<file path="src/rtl/throttle_ramp_ctrl.sv">
// throttle_ramp_ctrl
// Owns the divider-tap select feeding the slow-clock mux. Pushbutton steps and
// host writes are merged into a target level. The applied select walks toward
// that target one level at a time. Each step lands on a slow_clk_in falling
// edge and is followed by a fixed dwell, so the mux only ever switches while
// the slow clock is low. A watchdog bounds the wait for a falling edge in case
// the slow clock has stopped.
module throttle_ramp_ctrl #(
  parameter int MAX_LEVEL   = 5,
  parameter int DWELL_TICKS = 2,
  parameter int WDOG_W      = 27
) (
  input  logic       CLK_50,
  input  logic       reset,
  input  logic       pb_up,
  input  logic       pb_dn,
  input  logic       host_req,
  input  logic [2:0] host_level,
  output logic       host_ack,
  input  logic       slow_clk_in,
  output logic [2:0] freq_sel,
  output logic [2:0] target,
  output logic       tick,
  output logic       busy,
  output logic       wdog_err
);

  localparam logic [2:0] MAX_LVL = 3'(MAX_LEVEL);

  // Dwell counter is just wide enough to hold DWELL_TICKS.
  localparam int DW_W = (DWELL_TICKS < 2) ? 1 : $clog2(DWELL_TICKS + 1);
  localparam logic [DW_W-1:0] DWELL_LOAD = DW_W'(DWELL_TICKS);
  localparam logic [DW_W-1:0] DWELL_LAST = DW_W'(1);

  localparam logic [1:0] IDLE      = 2'd0;
  localparam logic [1:0] WAIT_EDGE = 2'd1;
  localparam logic [1:0] STEP      = 2'd2;
  localparam logic [1:0] DWELL     = 2'd3;

  // Host may ask for any 3-bit value; anything above the fastest tap is pinned.
  function automatic logic [2:0] clamp_level(input logic [2:0] lvl);
    return (lvl > MAX_LVL) ? MAX_LVL : lvl;
  endfunction

  function automatic logic [2:0] sat_inc(input logic [2:0] lvl);
    return (lvl >= MAX_LVL) ? MAX_LVL : lvl + 3'd1;
  endfunction

  function automatic logic [2:0] sat_dec(input logic [2:0] lvl);
    return (lvl == 3'd0) ? 3'd0 : lvl - 3'd1;
  endfunction

  logic              s_d_p0;
  logic              rise;
  logic              fall;
  logic [1:0]        state;
  logic [WDOG_W-1:0] wdog_cnt;
  logic [DW_W-1:0]   dwell_cnt;

  // ---- stage p0: slow clock history, edges decoded against it ----
  assign rise = slow_clk_in & ~s_d_p0;
  assign fall = ~slow_clk_in & s_d_p0;

  assign busy = (state != IDLE);

  // Slow clock history and the rise tick, which runs regardless of FSM state.
  always_ff @(posedge CLK_50 or posedge reset) begin
    if (reset) begin
      s_d_p0 <= 1'b0;
      tick   <= 1'b0;
    end else begin
      s_d_p0 <= slow_clk_in;
      tick   <= rise;
    end
  end

  // Target arbitration: host write wins, then pushbuttons; simultaneous up+down cancel.
  always_ff @(posedge CLK_50 or posedge reset) begin
    if (reset) begin
      target   <= 3'd0;
      host_ack <= 1'b0;
    end else if (host_req && !host_ack) begin
      target   <= clamp_level(host_level);
      host_ack <= 1'b1;
    end else begin
      host_ack <= 1'b0;
      if (pb_up && !pb_dn) begin
        target <= sat_inc(target);
      end else if (pb_dn && !pb_up) begin
        target <= sat_dec(target);
      end
    end
  end

  // ---- stage p1: ramp FSM, one level per qualifying falling edge ----
  // Ramp FSM: wait for a fall (or watchdog), move one level, then dwell.
  always_ff @(posedge CLK_50 or posedge reset) begin
    if (reset) begin
      state     <= IDLE;
      freq_sel  <= 3'd0;
      wdog_cnt  <= '0;
      dwell_cnt <= '0;
      wdog_err  <= 1'b0;
    end else begin
      case (state)
        IDLE: begin
          if (target != freq_sel) begin
            state    <= WAIT_EDGE;
            wdog_cnt <= '0;
          end
        end
        WAIT_EDGE: begin
          if (target == freq_sel) begin
            // Target moved back onto the applied level before any edge.
            state <= IDLE;
          end else if (fall || (wdog_cnt == '1)) begin
            state <= STEP;
            if (!fall) begin
              wdog_err <= 1'b1;
            end
          end else begin
            wdog_cnt <= wdog_cnt + 1'b1;
          end
        end
        STEP: begin
          // Target may have changed since the edge; an equal target means no move,
          // which also keeps freq_sel inside 0..MAX_LEVEL.
          if (target > freq_sel) begin
            freq_sel <= freq_sel + 3'd1;
          end else if (target < freq_sel) begin
            freq_sel <= freq_sel - 3'd1;
          end
          dwell_cnt <= DWELL_LOAD;
          state     <= DWELL;
        end
        DWELL: begin
          if (fall) begin
            if (dwell_cnt <= DWELL_LAST) begin
              dwell_cnt <= '0;
              state     <= IDLE;
            end else begin
              dwell_cnt <= dwell_cnt - 1'b1;
            end
          end
        end
        default: begin
          state <= IDLE;
        end
      endcase
    end
  end

endmodule

</file>
<file path="config.mk">
export PLATFORM = sky130hd
export DESIGN_NAME = throttle_ramp_ctrl
export DESIGN_NICKNAME = d
export VERILOG_FILES = /design/src/rtl/throttle_ramp_ctrl.sv
export SDC_FILE = /design/constraint.sdc
export NUM_CORES = 1
export LEC_CHECK = 0
export BUFFER_PORTS_ARGS = -buffer_cell sky130_fd_sc_hd__buf_2
export CORE_MARGIN = 2
export CORE_UTILIZATION = 35
export DETAILED_ROUTE_END_ITERATION = 6
export PLACE_DENSITY = 0.47
export SKIP_LAST_GASP = 1
export SLEW_MARGIN = 20
export SYNTH_ARGS = -nofsm -noshare
export SYNTH_HDL_FRONTEND = slang
export SYNTH_SLANG_ARGS = --single-unit
</file>
<file path="constraint.sdc">
create_clock -name CLK_50 -period 2.7 [get_ports CLK_50]
set_clock_uncertainty 0.1 [all_clocks]
set_input_delay 0.81 -clock CLK_50 [delete_from_list [all_inputs] [get_ports CLK_50]]
set_output_delay 0.81 -clock CLK_50 [all_outputs]
set_load 0.02 [all_outputs]
</file>
-- After elaboration in Yosys (flattened, before gate mapping)
Cells that the tools add are included.
- $add $sub $neg: 6
- eq/ne operators: 12
- reductions and logical operators: 19
- bitwise gates (word level): 6
- order comparisons: 5
- mux-type cells: 22
- operators with widths (operator ; count):
    $mux W27 ; 3
    $pmux W27 S2 ; 1
    $add A27 B1 Y27 const B ; 1
    $eq A27 B27 Y1 const B ; 1
    $mux W3 ; 8
    $mux W2 ; 7
    $reduce_and A4 Y1 ; 3
    $ne A2 B2 Y1 const B ; 5
    $pmux W2 S4 ; 1
    $reduce_bool A2 Y1 ; 4
    $add A3 B1 Y3 const B ; 2
    $sub A3 B1 Y3 const B ; 2
    $eq A2 B2 Y1 const B ; 2
    $not A1 Y1 ; 4
    $pmux W2 S2 ; 1
    $reduce_and A2 Y1 ; 2
    $eq A3 B3 Y1 ; 1
    $ge A3 B3 Y1 const B ; 1
    $gt A3 B3 Y1 ; 1
    $gt A3 B3 Y1 const B ; 1
    $logic_and A1 B1 Y1 ; 3
    $logic_not A1 Y1 ; 3
    $logic_not A3 Y1 ; 1
    $lt A3 B3 Y1 ; 1
    other kinds (10) ; 11
- bits in registers: 41
- word-level logic and storage cells: 79
- output and inout bits: 10
- bits of input ports: 9

-- Longest topological paths before layout
Gate-level depths: netlist (run 1).
- word-level depth: 6
- depth in mapped cells: 10
- gate-level depth less buffers: 10

-- Least setup slack after synthesis (run 1)
Ideal clock, no wire load.
- path type: register to register
- start: register target[0]
- end: register wdog_cnt[13]
- slack: 0.121 ns
- required time: 2.522 ns
- library setup time: 0.078 ns
- data arrival time: 2.401 ns
- stages on the path, launching flop included: 8
- buffers on the path: 0
- clock period less this slack: 2.579 ns
- cells stage by stage: dfrtp_1 > inv_1 > ha_1 > and3_4 > or3_1 > or4_1 > or3_1 > a21oi_1
- longest elaborated chain between the ends: 3
- elaborated cells between the ends (all ways): 5
- classes of those cells: 4 x eq/ne; 1 x reduce/logical
- RTL lines (what ; RTL line ; RTL):
    start: declaration ; 22 ; output logic [2:0] target,
    start signal: assignment ; 83 ; target <= clamp_level(host_level);
    start signal: assignment ; 88 ; target <= sat_inc(target);
    start signal: assignment ; 90 ; target <= sat_dec(target);
    $eq A3 B3 Y1 / $ne A3 B3 Y1 (equally long branches) ; 113, 107 ;
    $ne A2 B2 Y1 (no source line) ; n/a ;
    $reduce_and A4 Y1 (no source line) (*) ; n/a ;
    end signal: assignment ; 122 ; wdog_cnt <= wdog_cnt + 1'b1;
    end: declaration ; 57 ; logic [WDOG_W-1:0] wdog_cnt;
Mark *: on every way between the ends. The rest lies on a longest branch, timed or not.
A chain may end at the register's enable or synchronous reset.

-- Worst setup path in the final report (run 1)
- start: register freq_sel[1]
- end: register wdog_cnt[13]
- longest elaborated chain between the ends: 3
- elaborated cells between the ends (all ways): 5
- classes of those cells: 4 x eq/ne; 1 x reduce/logical
- RTL lines (what ; RTL line ; RTL):
    start: declaration ; 21 ; output logic [2:0] freq_sel,
    start signal: assignment ; 129 ; freq_sel <= freq_sel + 3'd1;
    start signal: assignment ; 131 ; freq_sel <= freq_sel - 3'd1;
    $eq A3 B3 Y1 / $ne A3 B3 Y1 (equally long branches) ; 113, 107 ;
    $ne A2 B2 Y1 (no source line) ; n/a ;
    $reduce_and A4 Y1 (no source line) (*) ; n/a ;
Marks and branches as above.

==> out/results.ini, run 1 <==
[floorplanning]
coreArea_um2=6760
start_util_pct=35.8
die_width_um=87.1
die_y_um=87.1
ios=19
dieArea_um2=7590
rows=30

[clock_network]
cts_made_buffers=5
cts_resized=0
clkTransAtPathRegs_ns=0.08
tritoncts=done
cts_setup_buffers=0
hold_buffers=0
cts-root-buf=clkbuf_8
clock_sinks=41
clockBufferDepth=2
htree_levels=2
clock_latency_ns=0.30

[setup_path]
r2r-end=wdog_cnt[13]
rrSetupSlack_ns=0.17
crit_fanout=4
end_kind=flop
crit_end=wdog_cnt[13]
reg2reg_depth=7
crit_arrival_ns=2.65
critical_path.startpoint=freq_sel[1]
cp.required_ns=2.83
setup.worst_path.start_class=flop
critPathKind=flop to flop
timing.rr.start=freq_sel[1]

[timing]
max-slew-margin-rel_pct=63.3
worst_slew_pin_slew_ns=0.551
rsz0062_at_grt=no
max_freq_mhz=396
hold_slack_ns=0.342
hold_violations=0
finalSetupViolations=0
tns_ns=0
period_share_pct=93.5
min_period_ns=2.53
drv_slew=0

[placed_design]
hpwl_um=3970
port_buffers=18
place_inst=371
finalWeightedCongestion=0.712

[flow_run]
max_cap_violations=0

[pwr]
seqPwrFrac_pct=38.7
peakVddDrop_uv=579
p_sw_mw=0.821
p_comb_share_pct=40.0
p_sw_share_pct=38.5
p_leak_nw=1.18
p_int_mw=1.31
p_per_area_nw_per_um2=772
clkPwrFrac_pct=21.3

[route]
postRouteAntennaNets=0
m1WireLength_um=2830
routed.top_layer=met4
wire_per_inst_um=14.7
wl_um=5550
vias=2067
dr.pass1.iters=4
dr_wl_met2_um=2510
routed_via_density=5.45
drtIter0Drc=72
wl_met3_um=138
drc_errors=0

[layout]
antenna-diode-count=0
fillers=701
syn_to_final_growth_pct=14.3
drive_gt1_share_pct=18.1
final_cells=379
nets=317
multi_input_area_um2=1300
regArea_um2=1030

[synthesis]
async_reset_ff_share_pct=100
synth_warnings=0
synth_ff_type=dfrtp_1
synthesis.area_um2=2420
synth_edf_count=0
avgSynthCellArea_um2=9.06
synth-seq-cells=41
ys_seq_area_share_pct=42.4
synth.net_count=286
yosys.cell_types.count=45
postSynthCellCount=267

[global_route]
grt_max_degree=42
grt.total_usage_pct=16.1
antenna_found_initial=0
gr-total-overflow=0
grt_pass1_vias=1953
grt_first_pass_wirelength_um=9590

[min_path]
hold_class=flop to flop
min-delay-start=s_d_p0

[outcome]
outcome=finished, final reports clean

## critical path: stages (launching register included)
cell	delay [ns]
dfrtp_1	0.40
inv_1	0.06
ha_1	0.34
and3_4	0.20
or3_1	0.36
or4_1	0.53
or3_1	0.32
a21oi_1	0.14
## synthesized netlist by cell type, drive strengths merged, types with 7 or more instances
master / n / area share, %
dfrtp: 41 / 42
nand3: 13 / 2.7
or4: 7 / 2.2
nor2: 8 / 1.2
nand4: 13 / 3.4
inv: 12 / 1.9
ha: 9 / 4.7
o21ai: 26 / 5.4
or3: 20 / 5.2
nand2b: 8 / 2.1
nand2: 22 / 3.4
a21oi: 28 / 5.8
## cells by family after synthesis
group / after synthesis / synth area share [%]
adder cells (fa/ha/maj): 10 / 5.48
multiplexers: 6 / 2.59
XOR/XNOR: 3 / 1.09
AO/OA/AOI/OAI: 73 / 17.4
flip-flops: 41 / 42.4
buffers and inverters: 20 / 3.98
AND/OR/NAND/NOR: 114 / 27.1
## placed cells by master, fill, tap and decap left out, drive strengths merged, types with 3 or more instances in the layout
master	netlist	final
dfrtp	41	41
nor2b	3	3
or2	3	3
nor3	3	3
o21ai	26	26
or3	20	20
or4	7	7
o31ai	4	4
ha	9	9
buf	3	32
nand2b	8	8
a21o	3	3
nand4	13	13
nand3b	3	3
nor2	8	8
nand3	13	13
a21oi	28	28
inv	12	11
xnor2	3	3
nand2	22	22
clkbuf	4	7
mux2i	4	4
and3	6	6
## power by group through the flow
stage | Combinational, mW | Clock [mW] | Sequential, mW
after floorplan | 0.575 | 0 | 0.858
after global placement | 0.862 | 0 | 0.840
after detailed placement | 0.860 | 0 | 0.842
after CTS | 0.868 | 0.475 | 0.829
after global routing | 0.968 | 0.495 | 0.850
final | 0.853 | 0.454 | 0.826
## state kept, by name, indices dropped and copies added (netlist names), named ones only
name and cells:
freq_sel 3, dwell_cnt 2, target 3, wdog_cnt 27, state 1, wdog_err 1
s_d_p0 1, host_ack 1, tick 1
## per-stage QoR
| step | cell area [um2] | util [%] | setup WS, ns | power [mW] |
|---|---|---|---|---|
| 2_1_floorplan | 2420 | - | 0.121 | 1.43 |
| 3_3_place_gp | 2660 | 39.4 | 0.224 | 1.70 |
| 3_5_place_dp | 2660 | 39.4 | 0.193 | 1.70 |
| 4_1_cts | 2760 | 40.9 | 0.164 | 2.17 |
| 5_1_grt | 2760 | 40.9 | 0.0296 | 2.31 |
| 6_report | 2760 | 40.9 | 0.175 | 2.13 |
## area by class of cell
type | count | area share (%)
Clock inverter | 1 | 0.181
Clock buffer | 7 | 3.49
Inverter | 12 | 1.63
Sequential cell | 41 | 37.1
Timing Repair Buffer | 32 | 7.06
Tap cell | 80 | 3.62
Multi-Input combinational cell | 206 | 46.9
## how the worst min path moves through the flow
stage / endpoint / cells after the start / slack, ns
3_5_place_dp: tick / 1 / 0.33
5_1_grt: tick / 1 / 0.38
2_1_floorplan: tick / 1 / 0.32
3_3_place_gp: tick / 1 / 0.33
6_report: tick / 1 / 0.34
4_1_cts: tick / 1 / 0.34
## metal layers
layer / global-route usage, % / vias up
met1: 22.7 / 980
met3: 3.22 / 8
met2: 24.8 / 22
li1: - / 1057
met5: 0 / -
met4: 5.17 / 0
Note: power is estimated with default switching activity, not from simulation.
==> run 2, diff against run 1 <==
Settings changed: BUFFER_PORTS_ARGS -buffer_cell sky130_fd_sc_hd__buf_2 to -buffer_cell sky130_fd_sc_hd__clkbuf_2, CTS_BUF_LIST from default to sky130_fd_sc_hd__clkbuf_2.
==> run 2 against run 1 <==
Net effect:
- maximum frequency shrank 1.8%
- sequential cell count is the same
- sequential share of layout area grew 0.63 points
- critical path depth shrank 1
- global-route usage grew 0.37 points
- clock power shrank 42%
- critical path type unchanged
==> out/results.ini, run 2 (synthesized netlist as in run 1, its figures left out) <==
[setup_path]
setup.worst_path.start_class=flop
timing.rr.start=freq_sel[0]
reg2reg_depth=6  ; -1
path_buf_inv=0  ; -1
rrSetupSlack_ns=0.13  ; -0.05 ns
crit_path_frequent_cell=or3_1
slowest_stage=or4_1
crit_family=simple AND/OR/NAND/NOR gates
crit_fanout=4  ; unchanged
path_cells=ha_1, and3_4, or3_1, or4_1, or3_1, a21oi_1
end_kind=flop
cp.required_ns=2.93  ; +0.10 ns
r2r-end=wdog_cnt[13]
critPathKind=flop to flop
crit_arrival_ns=2.81  ; +0.16 ns
slowest_delay_ns=0.54  ; about the same

[clock_network]
clkTransAtPathRegs_ns=0.22  ; +0.14 ns
clock_sinks=41  ; unchanged
cts_made_buffers=5  ; unchanged
clockBufferDepth=2  ; unchanged
clock_latency_ns=0.41  ; +0.11 ns
tritoncts=done
htree_levels=2  ; unchanged
hold_buffers=0  ; unchanged
cts-root-buf=clkbuf_2

[layout]
fillers=714  ; +1.9%
final_cell_mix=40 x dfrtp_1, 28 x a21oi_1, 26 x o21ai_0
regArea_um2=1030  ; +0.12%
nets=318  ; +0.32%
multi_input_area_um2=1310  ; +0.97%
mostFrequentLayoutCell=dfrtp_1
final_cells=380  ; +0.26%
largest_reg_flops=27  ; unchanged
final_cell_area_um2=2720  ; -1.5%
syn_to_final_growth_pct=12.5
fin_util_pct=40.3  ; -0.63 points
reg_top3=wdog_cnt (27), freq_sel (3), target (3)
antenna-diode-count=0  ; unchanged
drive_gt1_share_pct=18.3  ; +0.27 points
largest_register=wdog_cnt

[floorplanning]
ios=19  ; unchanged
start_util_pct=35.8  ; unchanged
die_y_um=87.1  ; unchanged
die_width_um=87.1  ; unchanged
rows=30  ; unchanged
dieArea_um2=7590  ; unchanged
coreArea_um2=6760  ; unchanged

[route]
drc_errors=0  ; unchanged
routed_via_density=5.38  ; -1.3%
wire_per_inst_um=14.5  ; -0.75%
vias=2045  ; -1.1%
wl_um=5530  ; -0.49%
drtIter0Drc=138  ; +92%
postRouteAntennaNets=0  ; unchanged
dr.pass1.iters=5  ; +1

[timing]
finalSetupViolations=0  ; unchanged
hold_violations=0  ; unchanged
period_share_pct=95.3  ; +1.8 points
rsz0062_at_grt=no
drv_slew=0  ; unchanged
max_freq_mhz=389  ; -1.8%
fin_ws_ns=0.127  ; -0.0476 ns
worst_slew_pin_slew_ns=0.542  ; -0.00873 ns
min_period_ns=2.57  ; +0.0476 ns
tns_ns=0  ; unchanged
max-slew-margin-rel_pct=63.9  ; +0.58 points
hold_slack_ns=0.369  ; +0.0268 ns

[global_route]
grt_pass1_vias=2004  ; +2.6%
grt_max_degree=42  ; unchanged
antenna_found_initial=0  ; unchanged
grt_first_pass_wirelength_um=9900  ; +3.2%
grt.total_usage_pct=16.5  ; +0.37 points
gr-total-overflow=0  ; unchanged

[placed_design]
finalWeightedCongestion=0.716  ; +0.52%
dp_slack_ns=0.166  ; -0.0268 ns
dpl_cell_area_um2=2660  ; unchanged
port_buffers=18  ; unchanged
place_inst=371  ; unchanged
hpwl_um=3970  ; about the same

[pwr]
peakVddDrop_uv=610  ; +5.3%
p_per_area_nw_per_um2=724  ; -6.2%
p_leak_nw=1.16  ; -1.7%
design_power_total_mw=1.97  ; -7.7%

[min_path]
hold_class=primary input to asynchronous set/reset pin

[outcome]
outcome=finished, final reports clean

[flow_run]
max_cap_violations=0  ; unchanged

run 2: changes by cell type in the layout (fill, tap and decap cells not counted), sizes merged:
cell | before | now
clkinv | 2 | 4
clkbuf | 7 | 23
buf | 32 | 15
run 2: how the worst max path moves through the flow:
stage	from	cells past startpoint	to
2_1_floorplan	target[0]	7	wdog_cnt[13]
3_3_place_gp	freq_sel[1]	7	wdog_cnt[13]
3_5_place_dp	freq_sel[1]	7	wdog_cnt[13]
4_1_cts	freq_sel[1]	7	wdog_cnt[13]
5_1_grt	freq_sel[0]	6	wdog_cnt[13]
6_report	freq_sel[0]	6	wdog_cnt[13]
run 2: area by class of cell:
class                      count  area share [%]
timing repair buffer          33            7.45
clock buffer                   5           0.920
tap                           80            3.68
sequential                    41            37.7
inverter                      12            1.66
multi-input combinational    206            48.1
clock inverter                 3           0.460
run 2: repair_timing:
item                                    in CTS  in global routing
resized for setup                            0                  2
buffers inserted                             0                  1
endpoints found under the setup margin       0                  1
run 2: worst reg2reg max path, delay by kind of cell (launching register included):
family | cells | cell delay, ns
fa+ha+maj | 1 | 0.34
flops | 1 | 0.49
compound gates | 1 | 0.14
simple gates | 4 | 1.43
run 2: routing by layer:
metal | routed length (um) | vias up | track usage, % | share of wire (%)
met5 | 0 | - | 0 | 0
met4 | 64 | 0 | 4.90 | 1.2
met3 | 172 | 7 | 3.03 | 3.1
met2 | 2500 | 34 | 25.9 | 45
met1 | 2790 | 948 | 23.2 | 50
li1 | - | 1056 | - | -
run 2: where the power goes:
part	internal, mW	switching [mW]	leakage [nW]
Combinational	0.386	0.487	0.588
Clock	0.0568	0.208	0.0278
Sequential	0.714	0.118	0.541
Total	1.16	0.813	1.16
